===== config.mk =====
export PLATFORM = sky130hd
export DESIGN_NAME = clos_cm_alloc_flat
export DESIGN_NICKNAME = d
export VERILOG_FILES = /design/src/rtl/clos_cm_alloc_if.sv /design/src/rtl/clos_cm_alloc.sv /design/src/flat_wrapper.sv
export SDC_FILE = /design/constraint.sdc
export NUM_CORES = 1
export LEC_CHECK = 0
export CORE_MARGIN = 2
export CORE_UTILIZATION = 42
export DETAILED_ROUTE_END_ITERATION = 16
export DONT_BUFFER_PORTS = 1
export PLACE_DENSITY = 0.64
export RECOVER_POWER = 25
export SYNTH_ARGS = -nofsm -noshare
export SYNTH_HDL_FRONTEND = slang
export SYNTH_SLANG_ARGS = --single-unit

===== constraint.sdc =====
create_clock -name clk -period 14.9 [get_ports clk]
set_input_delay 2.235 -clock clk [delete_from_list [all_inputs] [get_ports clk]]
set_output_delay 2.235 -clock clk [all_outputs]
set_load 0.02 [all_outputs]

===== src/rtl/clos_cm_alloc_if.sv =====
// Bundle of request/grant/release signals between the input modules and
// the central-module path allocator of the SDM-Clos router switch.
// Optional occupancy outputs appear when CLOS_ALLOC_OCC_EN is defined.
//
// Handshake: req[k] is a level held with a stable req_dst[k] until the
// allocator answers with a one-cycle gnt[k] or nack[k] pulse, registered at
// the edge that sampled the request. A req[k] still high during its own
// gnt/nack cycle is ignored for that cycle and counts as a new request
// afterwards. rel[k] is a single-cycle pulse and needs no answer other than
// rel_err[k] when it names a link that IM k does not hold.
interface clos_cm_alloc_if #(
    parameter int MN = 2,
    parameter int CW = (MN > 1) ? $clog2(MN) : 1,
    parameter int OW = $clog2(MN + 1)
);
    logic [4:0]             req;
    logic [4:0][2:0]        req_dst;
    logic [4:0]             gnt;
    logic [CW-1:0]          gnt_cm;
    logic [4:0]             nack;
    logic [4:0]             rel;
    logic [4:0][CW-1:0]     rel_cm;
    logic [4:0]             rel_err;
    logic [MN-1:0][4:0]     cm_vld;
    logic [MN-1:0][4:0][2:0] cm_src;
`ifdef CLOS_ALLOC_OCC_EN
    logic [4:0][OW-1:0]     occ;
    logic [4:0]             full;
`endif

    modport master (
        output req, req_dst, rel, rel_cm,
`ifdef CLOS_ALLOC_OCC_EN
        input  occ, full,
`endif
        input  gnt, gnt_cm, nack, rel_err, cm_vld, cm_src
    );

    modport slave (
        input  req, req_dst, rel, rel_cm,
`ifdef CLOS_ALLOC_OCC_EN
        output occ, full,
`endif
        output gnt, gnt_cm, nack, rel_err, cm_vld, cm_src
    );
endinterface


===== src/rtl/clos_cm_alloc.sv =====
// Central-module path allocator for the 5-port SDM-Clos router switch.
// Each cycle at most one input module is granted a CM whose IM->CM and
// CM->OM links are both free; releases free links in parallel.
// Optional feature macro: CLOS_ALLOC_OCC_EN (per-IM link occupancy and
// full flags; full IMs are excluded from arbitration).
module clos_cm_alloc #(
    parameter int MN = 2,
    parameter int CW = (MN > 1) ? $clog2(MN) : 1
) (
    input  logic            clk,
    input  logic            rst_n,
    clos_cm_alloc_if.slave  bus
);
    localparam int OW = $clog2(MN + 1);

    // Link state: im_busy[k][m] = IM k -> CM m in use; om_busy[o][m] = CM m -> OM o in use.
    logic [MN-1:0]            im_busy [5];
    logic [MN-1:0]            om_busy [5];
    logic [2:0]               path_dst [5][MN];
    logic [MN-1:0][4:0][2:0]  src_q;
    logic [2:0]               rr_ptr;
    logic [4:0]               gnt_q, nack_q, rel_err_q;
    logic [CW-1:0]            gnt_cm_q;

    logic [MN-1:0]            im_n [5];
    logic [MN-1:0]            om_n [5];
    logic [2:0]               dst_n [5][MN];
    logic [MN-1:0][4:0][2:0]  src_n;
    logic [2:0]               rr_n;
    logic [4:0]               gnt_n, nack_n, rel_err_n, legal, elig, full_w;
    logic [CW-1:0]            gnt_cm_n;
    logic                     found;
    int                       win_k, win_m, k, c, o, d;

`ifdef CLOS_ALLOC_OCC_EN
    logic [OW-1:0] occ_c;
    // Per-IM occupancy follows the registered link state.
    always_comb begin
        bus.occ = '0;
        full_w  = '0;
        occ_c   = '0;
        for (int i = 0; i < 5; i++) begin
            occ_c = '0;
            for (int m = 0; m < MN; m++) occ_c = occ_c + OW'(im_busy[i][m]);
            bus.occ[i] = occ_c;
            full_w[i]  = (occ_c == OW'(MN));
        end
        bus.full = full_w;
    end
`else
    assign full_w = '0;
`endif

    // Legality, round-robin arbitration on pre-release state, then release and grant updates.
    always_comb begin
        im_n = im_busy; om_n = om_busy; dst_n = path_dst; src_n = src_q; rr_n = rr_ptr;
        gnt_n = '0; gnt_cm_n = '0; nack_n = '0; rel_err_n = '0;
        legal = '0; elig = '0; found = 1'b0;
        win_k = 0; win_m = 0; k = 0; c = 0; o = 0; d = 0;

        for (int i = 0; i < 5; i++) begin
            legal[i]  = (bus.req_dst[i] <= 3'd4) && (int'(bus.req_dst[i]) != i);
            // The answered request is ignored for one cycle so a held level is not re-answered.
            nack_n[i] = bus.req[i] && !legal[i] && !gnt_q[i] && !nack_q[i];
            elig[i]   = bus.req[i] && legal[i] && !gnt_q[i] && !full_w[i];
        end

        for (int i = 0; i < 5; i++) begin
            k = int'(rr_ptr) + i;
            if (k > 4) k = k - 5;
            if (!found && elig[k]) begin
                d = int'(bus.req_dst[k]);
                for (int m = 0; m < MN; m++) begin
                    if (!found && !im_busy[k][m] && !om_busy[d][m]) begin
                        found = 1'b1;
                        win_k = k;
                        win_m = m;
                    end
                end
            end
        end

        for (int i = 0; i < 5; i++) begin
            if (bus.rel[i]) begin
                c = int'(bus.rel_cm[i]);
                if (c < MN && im_busy[i][c]) begin
                    o = int'(path_dst[i][c]);
                    im_n[i][c]  = 1'b0;
                    om_n[o][c]  = 1'b0;
                    dst_n[i][c] = 3'd0;
                    src_n[c][o] = 3'd0;
                end else begin
                    rel_err_n[i] = 1'b1;
                end
            end
        end

        // A grant never lands on a link released this cycle, so applying it last is safe.
        if (found) begin
            d = int'(bus.req_dst[win_k]);
            im_n[win_k][win_m]  = 1'b1;
            om_n[d][win_m]      = 1'b1;
            dst_n[win_k][win_m] = 3'(d);
            src_n[win_m][d]     = 3'(win_k);
            gnt_n[win_k]        = 1'b1;
            gnt_cm_n            = CW'(win_m);
            rr_n                = (win_k == 4) ? 3'd0 : 3'(win_k + 1);
        end
    end

    // State register; reset drops every path immediately.
    always_ff @(posedge clk or negedge rst_n) begin
        if (!rst_n) begin
            for (int i = 0; i < 5; i++) begin
                im_busy[i] <= '0;
                om_busy[i] <= '0;
                for (int m = 0; m < MN; m++) path_dst[i][m] <= 3'd0;
            end
            src_q     <= '0;
            rr_ptr    <= 3'd0;
            gnt_q     <= '0;
            gnt_cm_q  <= '0;
            nack_q    <= '0;
            rel_err_q <= '0;
        end else begin
            im_busy   <= im_n;
            om_busy   <= om_n;
            path_dst  <= dst_n;
            src_q     <= src_n;
            rr_ptr    <= rr_n;
            gnt_q     <= gnt_n;
            gnt_cm_q  <= gnt_cm_n;
            nack_q    <= nack_n;
            rel_err_q <= rel_err_n;
        end
    end

    // CM m drives OM o exactly when the CM->OM link is held.
    always_comb begin
        bus.cm_vld = '0;
        for (int m = 0; m < MN; m++)
            for (int i = 0; i < 5; i++) bus.cm_vld[m][i] = om_busy[i][m];
    end

    assign bus.cm_src  = src_q;
    assign bus.gnt     = gnt_q;
    assign bus.gnt_cm  = gnt_cm_q;
    assign bus.nack    = nack_q;
    assign bus.rel_err = rel_err_q;

`ifndef SYNTHESIS
    function automatic int owners(int m, int oi);
        int n = 0;
        for (int i = 0; i < 5; i++)
            if (im_busy[i][m] && int'(path_dst[i][m]) == oi) n++;
        return n;
    endfunction

    // Each driven (CM, OM) pair has exactly one owning IM, and each held OM link has one driver.
    always @(negedge clk) begin
        if (rst_n) begin
            for (int m = 0; m < MN; m++)
                for (int oi = 0; oi < 5; oi++)
                    assert (owners(m, oi) == int'(om_busy[oi][m]));
        end
    end
`endif
endmodule

===== src/flat_wrapper.sv =====
// flat-port wrapper written by rule: the top's interface ports become plain ports
module clos_cm_alloc_flat 
#(
    parameter int MN = 2,
    parameter int CW = (MN > 1) ? $clog2(MN) : 1
)
  (clk, rst_n, bus_req, bus_req_dst, bus_rel, bus_rel_cm, bus_gnt, bus_gnt_cm, bus_nack, bus_rel_err, bus_cm_vld, bus_cm_src);
  clos_cm_alloc_if #(.MN(MN), .CW(CW)) bus_i ();
  input  logic clk;
  input  logic rst_n;
  input wire logic [$bits(bus_i.req)-1:0] bus_req;
  input wire logic [$bits(bus_i.req_dst)-1:0] bus_req_dst;
  input wire logic [$bits(bus_i.rel)-1:0] bus_rel;
  input wire logic [$bits(bus_i.rel_cm)-1:0] bus_rel_cm;
  output wire logic [$bits(bus_i.gnt)-1:0] bus_gnt;
  output wire logic [$bits(bus_i.gnt_cm)-1:0] bus_gnt_cm;
  output wire logic [$bits(bus_i.nack)-1:0] bus_nack;
  output wire logic [$bits(bus_i.rel_err)-1:0] bus_rel_err;
  output wire logic [$bits(bus_i.cm_vld)-1:0] bus_cm_vld;
  output wire logic [$bits(bus_i.cm_src)-1:0] bus_cm_src;
  assign bus_i.req = bus_req;
  assign bus_i.req_dst = bus_req_dst;
  assign bus_i.rel = bus_rel;
  assign bus_i.rel_cm = bus_rel_cm;
  assign bus_gnt = bus_i.gnt;
  assign bus_gnt_cm = bus_i.gnt_cm;
  assign bus_nack = bus_i.nack;
  assign bus_rel_err = bus_i.rel_err;
  assign bus_cm_vld = bus_i.cm_vld;
  assign bus_cm_src = bus_i.cm_src;
  clos_cm_alloc #(.MN(MN), .CW(CW)) u_core (.clk(clk), .rst_n(rst_n), .bus(bus_i));
endmodule

==> results of run 1 <==
cells by family after synthesis:
| family | share of synthesized area |
|---|---|
| xor gates and xnor gates | 0.00699 |
| buffers and inverters | 0.0516 |
| and+or+nand+nor | 0.246 |
| adders and majority gates | 0.0304 |
| AOI/OAI and AO/OA | 0.214 |
| muxes | 0.157 |
| DFF | 0.295 |
layout make-up:
cell class | count | area (sq um)
Fill cell | 1965 | 10700
Multi-Input combinational cell | 770 | 5510
Sequential cell | 99 | 2480
Tap cell | 265 | 332
Clock buffer | 12 | 256
Inverter | 29 | 109
Clock inverter | 4 | 56.3
Timing Repair Buffer | 7 | 52.6
routing by layer:
layer  wire, um  part of all wire
met1      12300              0.41
met2      13700              0.45
met3       2620             0.087
met4       1540             0.051
met5          0                 0
sequential cells by signal, indices dropped and copies added, names as in the netlist:
signal,cells
u_core.bus.gnt,5
u_core.bus.cm_vld,10
u_core.im_busy,10
u_core.rr_ptr,3
u_core.bus.cm_src,30
u_core.bus.gnt_cm,1
u_core.path_dst,30
u_core.bus.nack,5
u_core.bus.rel_err,5
cells in the final DEF, fill, tap and decap left out, types with 8 or more instances in the layout:
cell type and n:
nand4b_1 11, and2_1 11, nor2_1 40, ha_1 18, a21o_1 12, o21ai_0 28, or2_2 8, nand2_1 135
o211ai_1 13, a22o_1 11, mux2_2 10, nand3_1 22, nor3_1 42, nor3b_1 15, a211oi_1 9, and3_1 13
nor4_1 8, a21oi_1 31, o21a_1 11, dfrtp_1 99, mux2i_1 100, nor2b_1 12, nand3b_1 8, nand4_1 11
o22ai_1 13, o32a_1 9, clkbuf_16 9, nand2b_1 21, inv_1 26
worst min-delay path, delay by kind of cell (launching register included):
kind	cells	cell delay, ns
flip-flops	1	0.39
AND/OR/NAND/NOR	2	0.10
metrics by stage:
step           area, sq um  setup WS [ns]  instances  utilization  hold slack [ns]
2_1_floorplan         8410           8.68        960            -            0.476
3_3_place_gp          8480           7.51       1170        0.434            0.489
3_5_place_dp          8480           7.31       1170        0.434            0.513
4_1_cts               8790           7.26       1186        0.450            0.523
5_1_grt               8790           6.62       1186        0.450            0.563
6_report              8790           7.12       1186        0.450            0.519
how the worst max path moves through the flow:
stage                                 from                     to  slack [ns]  depth (start not counted)
after floorplan             bus_req_dst[4]  u_core.bus.cm_src[24]        8.68                         17
after global placement    u_core.rr_ptr[2]   u_core.bus.cm_src[0]        7.51                         17
after detailed placement  u_core.rr_ptr[2]   u_core.bus.cm_src[0]        7.31                         17
after CTS                 u_core.rr_ptr[2]   u_core.bus.cm_src[1]        7.26                         17
after global routing      u_core.rr_ptr[2]   u_core.bus.cm_src[2]        6.62                         17
final                     u_core.rr_ptr[2]   u_core.bus.cm_src[1]        7.12                         17
cell usage after synthesis (12+ instances only):
cell,count,area share
clkbuf_1,32,0.014
a21oi_1,31,0.018
nand2b_1,21,0.016
inv_1,26,0.012
o22ai_1,13,0.0097
ha_1,18,0.027
nand2_1,135,0.060
nor3b_1,15,0.013
buf_2,17,0.010
a21o_1,12,0.011
dfrtp_1,99,0.29
nor3_1,42,0.025
o211ai_1,13,0.012
nand3_1,22,0.013
and3_1,13,0.0097
o21ai_0,28,0.017
nor2b_1,12,0.0089
nor2_1,40,0.018
mux2i_1,100,0.12
==> qor.txt, run 1 <==
Worst-case clock skew - 0.0102 ns
Setup slack on the worst flop-to-flop path - 7.12 ns
Core area - 0.0195 sq mm
Chip height - 146 um
Die Span X - 146 um
Final setup violating endpoints - 0
Critical path startpoint category - flip-flop
Cell count after synthesis - 960
Worst min-delay path startpoint - u_core.path_dst[2]
Synthesis-to-layout area growth - 4.51%
Setup TNS Final - 0 ns
Max-capacitance violation count - 0
Top fanout value on the critical path - 32
CP Data Required Time - 15.17 ns
Residual DRC count - 0
CTS tree - yes
Drt via density - 6.66
Top_reg_cell synth - dfrtp_1
Crit path top cell by count - mux2i_1
H-tree levels - 3
Shortest clock period the worst path allows after layout - 7.78 ns
Fraction of layout instances using a drive strength above 1 - 0.0825
Worst path bufs/invs - 2
Setup repair bufs after CTS - 0
Clock slew seen by the registers of the worst setup and hold paths - 0.07 ns
Ys async rst share - 1.00
Final number of hold-violating endpoints - 0
Initial detailed-routing violation count - 794
Weighted congestion reported at the end of routability-driven placement - 0.959
TritonCTS Buffers - 9
Root buf cell - clkbuf_16
Worst setup EP type - flip-flop
Routed length per placed instance - 25.4 um
Post-DRT Antenna Nets - 0
Global Route met1 Usage - 0.361
Start of the worst register-to-register path - u_core.rr_ptr[2]
Global Route Usage Sum - 0.280
CTS max path bufs - 2
Data arrival time of the worst path - 8.05 ns
Peak per-stage delay on the critical path - 1.03 ns
FF+latch count, synth - 99
Syn_nets - 1011
Cell chain of the critical path - inv_1 -> fa_1 -> nor2b_1 -> a32oi_1 -> o41ai_4 -> mux2i_1 -> mux2i_1 -> a221oi_1 -> o21ai_1 -> and3_1 -> and3_4 -> o31ai_4 -> inv_2 -> a21oi_1 -> a2bb2oi_2 -> and4_1 -> mux2i_1
CTS-repair resized insts - 0
Worst hold path class - reg2reg
N_diodes - 0
GR Layer Usage met2 - 0.452
Number of flops mapped to enable cells by yosys - 0
Initial Utilization - 0.431
Pins Over Slew Limit - 0
Worst reg2reg endpoint - u_core.bus.cm_src[1]
Count of warnings emitted by yosys - 0
Sequential cell area fraction in the yosys report - 0.295
Final net count - 967
Met3 track demand over resource in global routing - 0.0492
I/O pins - 88
Worst hold path stage count - 2
Slew at the pin closest to its max-slew limit - 1.04 ns
Global-route layer with the greatest usage - met2
Final worst-path cycle share - 0.522
Worst relative slew slack - 0.304
Number of optimization iterations in the first detailed-route pass - 8
Syn avg cell area - 8.76 sq um
Detailed Place HPWL - 22.1 mm
Vias after detailed routing - 7896
Number of global-route vias before repair - 7686
Std cell rows - 51
Critical path class - reg2reg
Port Buffers - 0
Max Clk Rate - 0.129 GHz
Clock latency of the later-clocked register in the worst-skew pair - 0.35 ns
R2r worst-path depth - 17
Count of hold buffers inserted by post-cts repair - 0
Total global routing overflow - 0
Total Routed Length - 30.1 mm
Antenna violations before repair - 0
Total clock sinks - 99
Netlist cell types - 97
Netlist Area Pre-Place - 0.00841 sq mm
Die area - 0.0212 sq mm
Pin count of the biggest net entering global routing - 100
First-pass GRT wire length - 46.1 mm
Cell at the slowest stage of the critical path - dfrtp_1
Gate family responsible for the most delay along the worst path - compound AO/OA/AOI/OAI gates
Run status - complete, no violations
Hold worst-path end - u_core.path_dst[2]
Setup repair after global routing missed its margin - no
Power of run 1 is left out: the tool's default activity adds up to more than one toggle a clock period on the data nets, which glitch-free logic cannot reach.
==> run 2, diff against run 1 <==
clock period = 7.85 ns   (was 14.9 ns; I/O delays follow)
==> run 2 against run 1 <==
Against the previous run: worst setup slack lost 6.4 ns; critical path depth is the same; die area is the same; clock skew grew 0.0023 ns; design area is essentially flat; largest cell class unchanged; highest routed layer unchanged.
==> qor.txt, run 2 (synthesis results as in run 1) <==
Run status - complete, no violations
Critical path startpoint category - flip-flop
Setup TNS Final - 0 ns (unchanged)
Global Route met1 Usage - 0.353 (-0.00815)
Worst-case clock skew - 0.0125 ns (+0.00229 ns)
Seq. cell area - 0.00248 sq mm (unchanged)
Worst hold path class - in2async
Start of the worst register-to-register path - u_core.rr_ptr[1]
Chip height - 146 um (unchanged)
Fraction of layout instances using a drive strength above 1 - 0.0846 (+0.00208)
Peak per-stage delay on the critical path - 1.03 ns (about the same)
Pin count of the biggest net entering global routing - 100 (unchanged)
Crit path top cell by count - mux2i_1
Final setup violating endpoints - 0 (unchanged)
Vias after detailed routing - 7879 (-0.22%)
Std cell rows - 51 (unchanged)
Weighted congestion reported at the end of routability-driven placement - 0.998 (+4.0%)
Global-route layer with the greatest usage - met2
CTS tree - yes
Number of placed cells counting well taps - 1171 (+0.085%)
Core utilization of the finished layout - 0.450 (about the same)
Cell chain of the critical path - buf_4 -> inv_1 -> ha_1 -> inv_2 -> o22ai_1 -> o21ai_1 -> a31oi_1 -> mux2i_1 -> o211ai_1 -> a2bb2oi_2 -> and3_1 -> and3_4 -> o31ai_4 -> mux2_2 -> a22oi_1 -> or4b_1 -> mux2i_1
Die Span X - 146 um (unchanged)
Critical path class - reg2reg
Max-capacitance violation count - 0 (unchanged)
Final worst-path cycle share - 0.914 (+0.391)
Post-DRT Antenna Nets - 0 (unchanged)
First-pass GRT wire length - 45.3 mm (-1.9%)
Drt via density - 6.63 (-0.38%)
I/O pins - 88 (unchanged)
Cell area reported after detailed placement - 0.00848 sq mm (about the same)
Port Buffers - 0 (unchanged)
Max Clk Rate - 0.139 GHz (+8.5%)
Initial Utilization - 0.431 (unchanged)
Total Routed Length - 29.5 mm (-2.0%)
Root buf cell - clkbuf_16
CTS-repair resized insts - 0 (unchanged)
Commonest non-fill, non-tap cell in the layout - nand2_1
Setup slack on the worst flop-to-flop path - 0.68 ns (-6.44 ns)
Residual DRC count - 0 (unchanged)
Setup repair bufs after CTS - 0 (unchanged)
Clock slew seen by the registers of the worst setup and hold paths - 0.08 ns (about the same)
Met3 track demand over resource in global routing - 0.0658 (+0.0166)
Final net count - 968 (+0.10%)
Setup repair after global routing missed its margin - no
Number of global-route vias before repair - 7581 (-1.4%)
Fillcell total - 1962 (-0.15%)
Pins Over Slew Limit - 0 (unchanged)
Clock latency of the later-clocked register in the worst-skew pair - 0.35 ns (about the same)
TritonCTS Buffers - 9 (unchanged)
Initial detailed-routing violation count - 811 (+2.1%)
Top fanout value on the critical path - 28 (-13%)
GR Layer Usage met2 - 0.438 (-0.0140)
Core area - 0.0195 sq mm (unchanged)
Worst reg2reg endpoint - u_core.bus.cm_src[11]
Launch point of the critical path - u_core.rr_ptr[1]
Cell at the slowest stage of the critical path - ha_1
Area of combinational cells with multiple inputs - 0.00551 sq mm (unchanged)
Shortest clock period the worst path allows after layout - 7.17 ns (-0.608 ns)
Worst setup EP type - flip-flop
Global Route Usage Sum - 0.273 (-0.00631)
Routed length per placed instance - 24.9 um (-2.2%)
Count of placed standard cells in the final layout, fillers left out - 1188 (+0.17%)
CTS max path bufs - 2 (unchanged)
Slew at the pin closest to its max-slew limit - 1.18 ns (+0.137 ns)
Synthesis-to-layout area growth - 4.57% (about the same)
Number of optimization iterations in the first detailed-route pass - 8 (unchanged)
Total clock sinks - 99 (unchanged)
CP Data Required Time - 8.06 ns (-7.11 ns)
H-tree levels - 3 (unchanged)
R2r worst-path depth - 17 (unchanged)
Data arrival time of the worst path - 7.38 ns (-0.67 ns)
Die area - 0.0212 sq mm (unchanged)
Detailed Place HPWL - 21.6 mm (-2.3%)
Final number of hold-violating endpoints - 0 (unchanged)
Total global routing overflow - 0 (unchanged)
Worst relative slew slack - 0.211 (-0.0933)
Finished Cell Area - 0.00879 sq mm (about the same)
Antenna violations before repair - 1 (+1)
Most frequent cells in the layout - nand2_1 (135), mux2i_1 (100), dfrtp_1 (99), nor3_1 (42), nor2_1 (40)
Count of hold buffers inserted by post-cts repair - 0 (unchanged)
[run 2: changes by cell type in the layout (fill, tap and decap cells not counted), sizes merged]
cell / delta
inv: +2
clkbuf: -3
buf: +1
clkinvlp: +1
diode: +1
[run 2: stage by stage]
step,setup WS [ns],hold WS (ns)
global route,0.160,0.494
finish,0.678,0.512
global placement,0.976,0.493
detailed placement,0.842,0.500
floorplan,2.32,0.476
CTS,0.834,0.507
[run 2: per-layer routing]
layer / up-vias / wire length [um]
met5: - / 0
met4: 0 / 1160
met3: 95 / 2910
met2: 440 / 13700
met1: 3816 / 11800
li1: 3528 / -
[run 2: how the worst max path moves through the flow]
stage,to,depth (start not counted)
after CTS,u_core.bus.cm_src[11],17
final,u_core.bus.cm_src[11],17
after floorplan,u_core.bus.cm_src[24],22
after global placement,u_core.bus.cm_src[11],17
after detailed placement,u_core.bus.cm_src[10],17
after global routing,u_core.bus.cm_src[0],18
[run 2: area by class of cell]
class / count / area share
inverter: 29 / 0.0124
tap: 265 / 0.0377
multi-input combinational: 770 / 0.626
antenna: 1 / 0.000285
clock inverter: 7 / 0.00939
clock buffer: 9 / 0.0256
timing repair buffer: 8 / 0.00683
sequential: 99 / 0.282
[run 2: critical path, delay by kind of cell (launching register included)]
family | cells | cell delay [ns]
AOI/OAI and AO/OA | 7 | 2.86
adders and majority gates | 1 | 1.03
buffers and inverters | 3 | 0.80
DFF | 1 | 0.32
muxes | 3 | 0.85
and+or+nand+nor | 3 | 1.16
Power of run 2 is left out for the same reason.
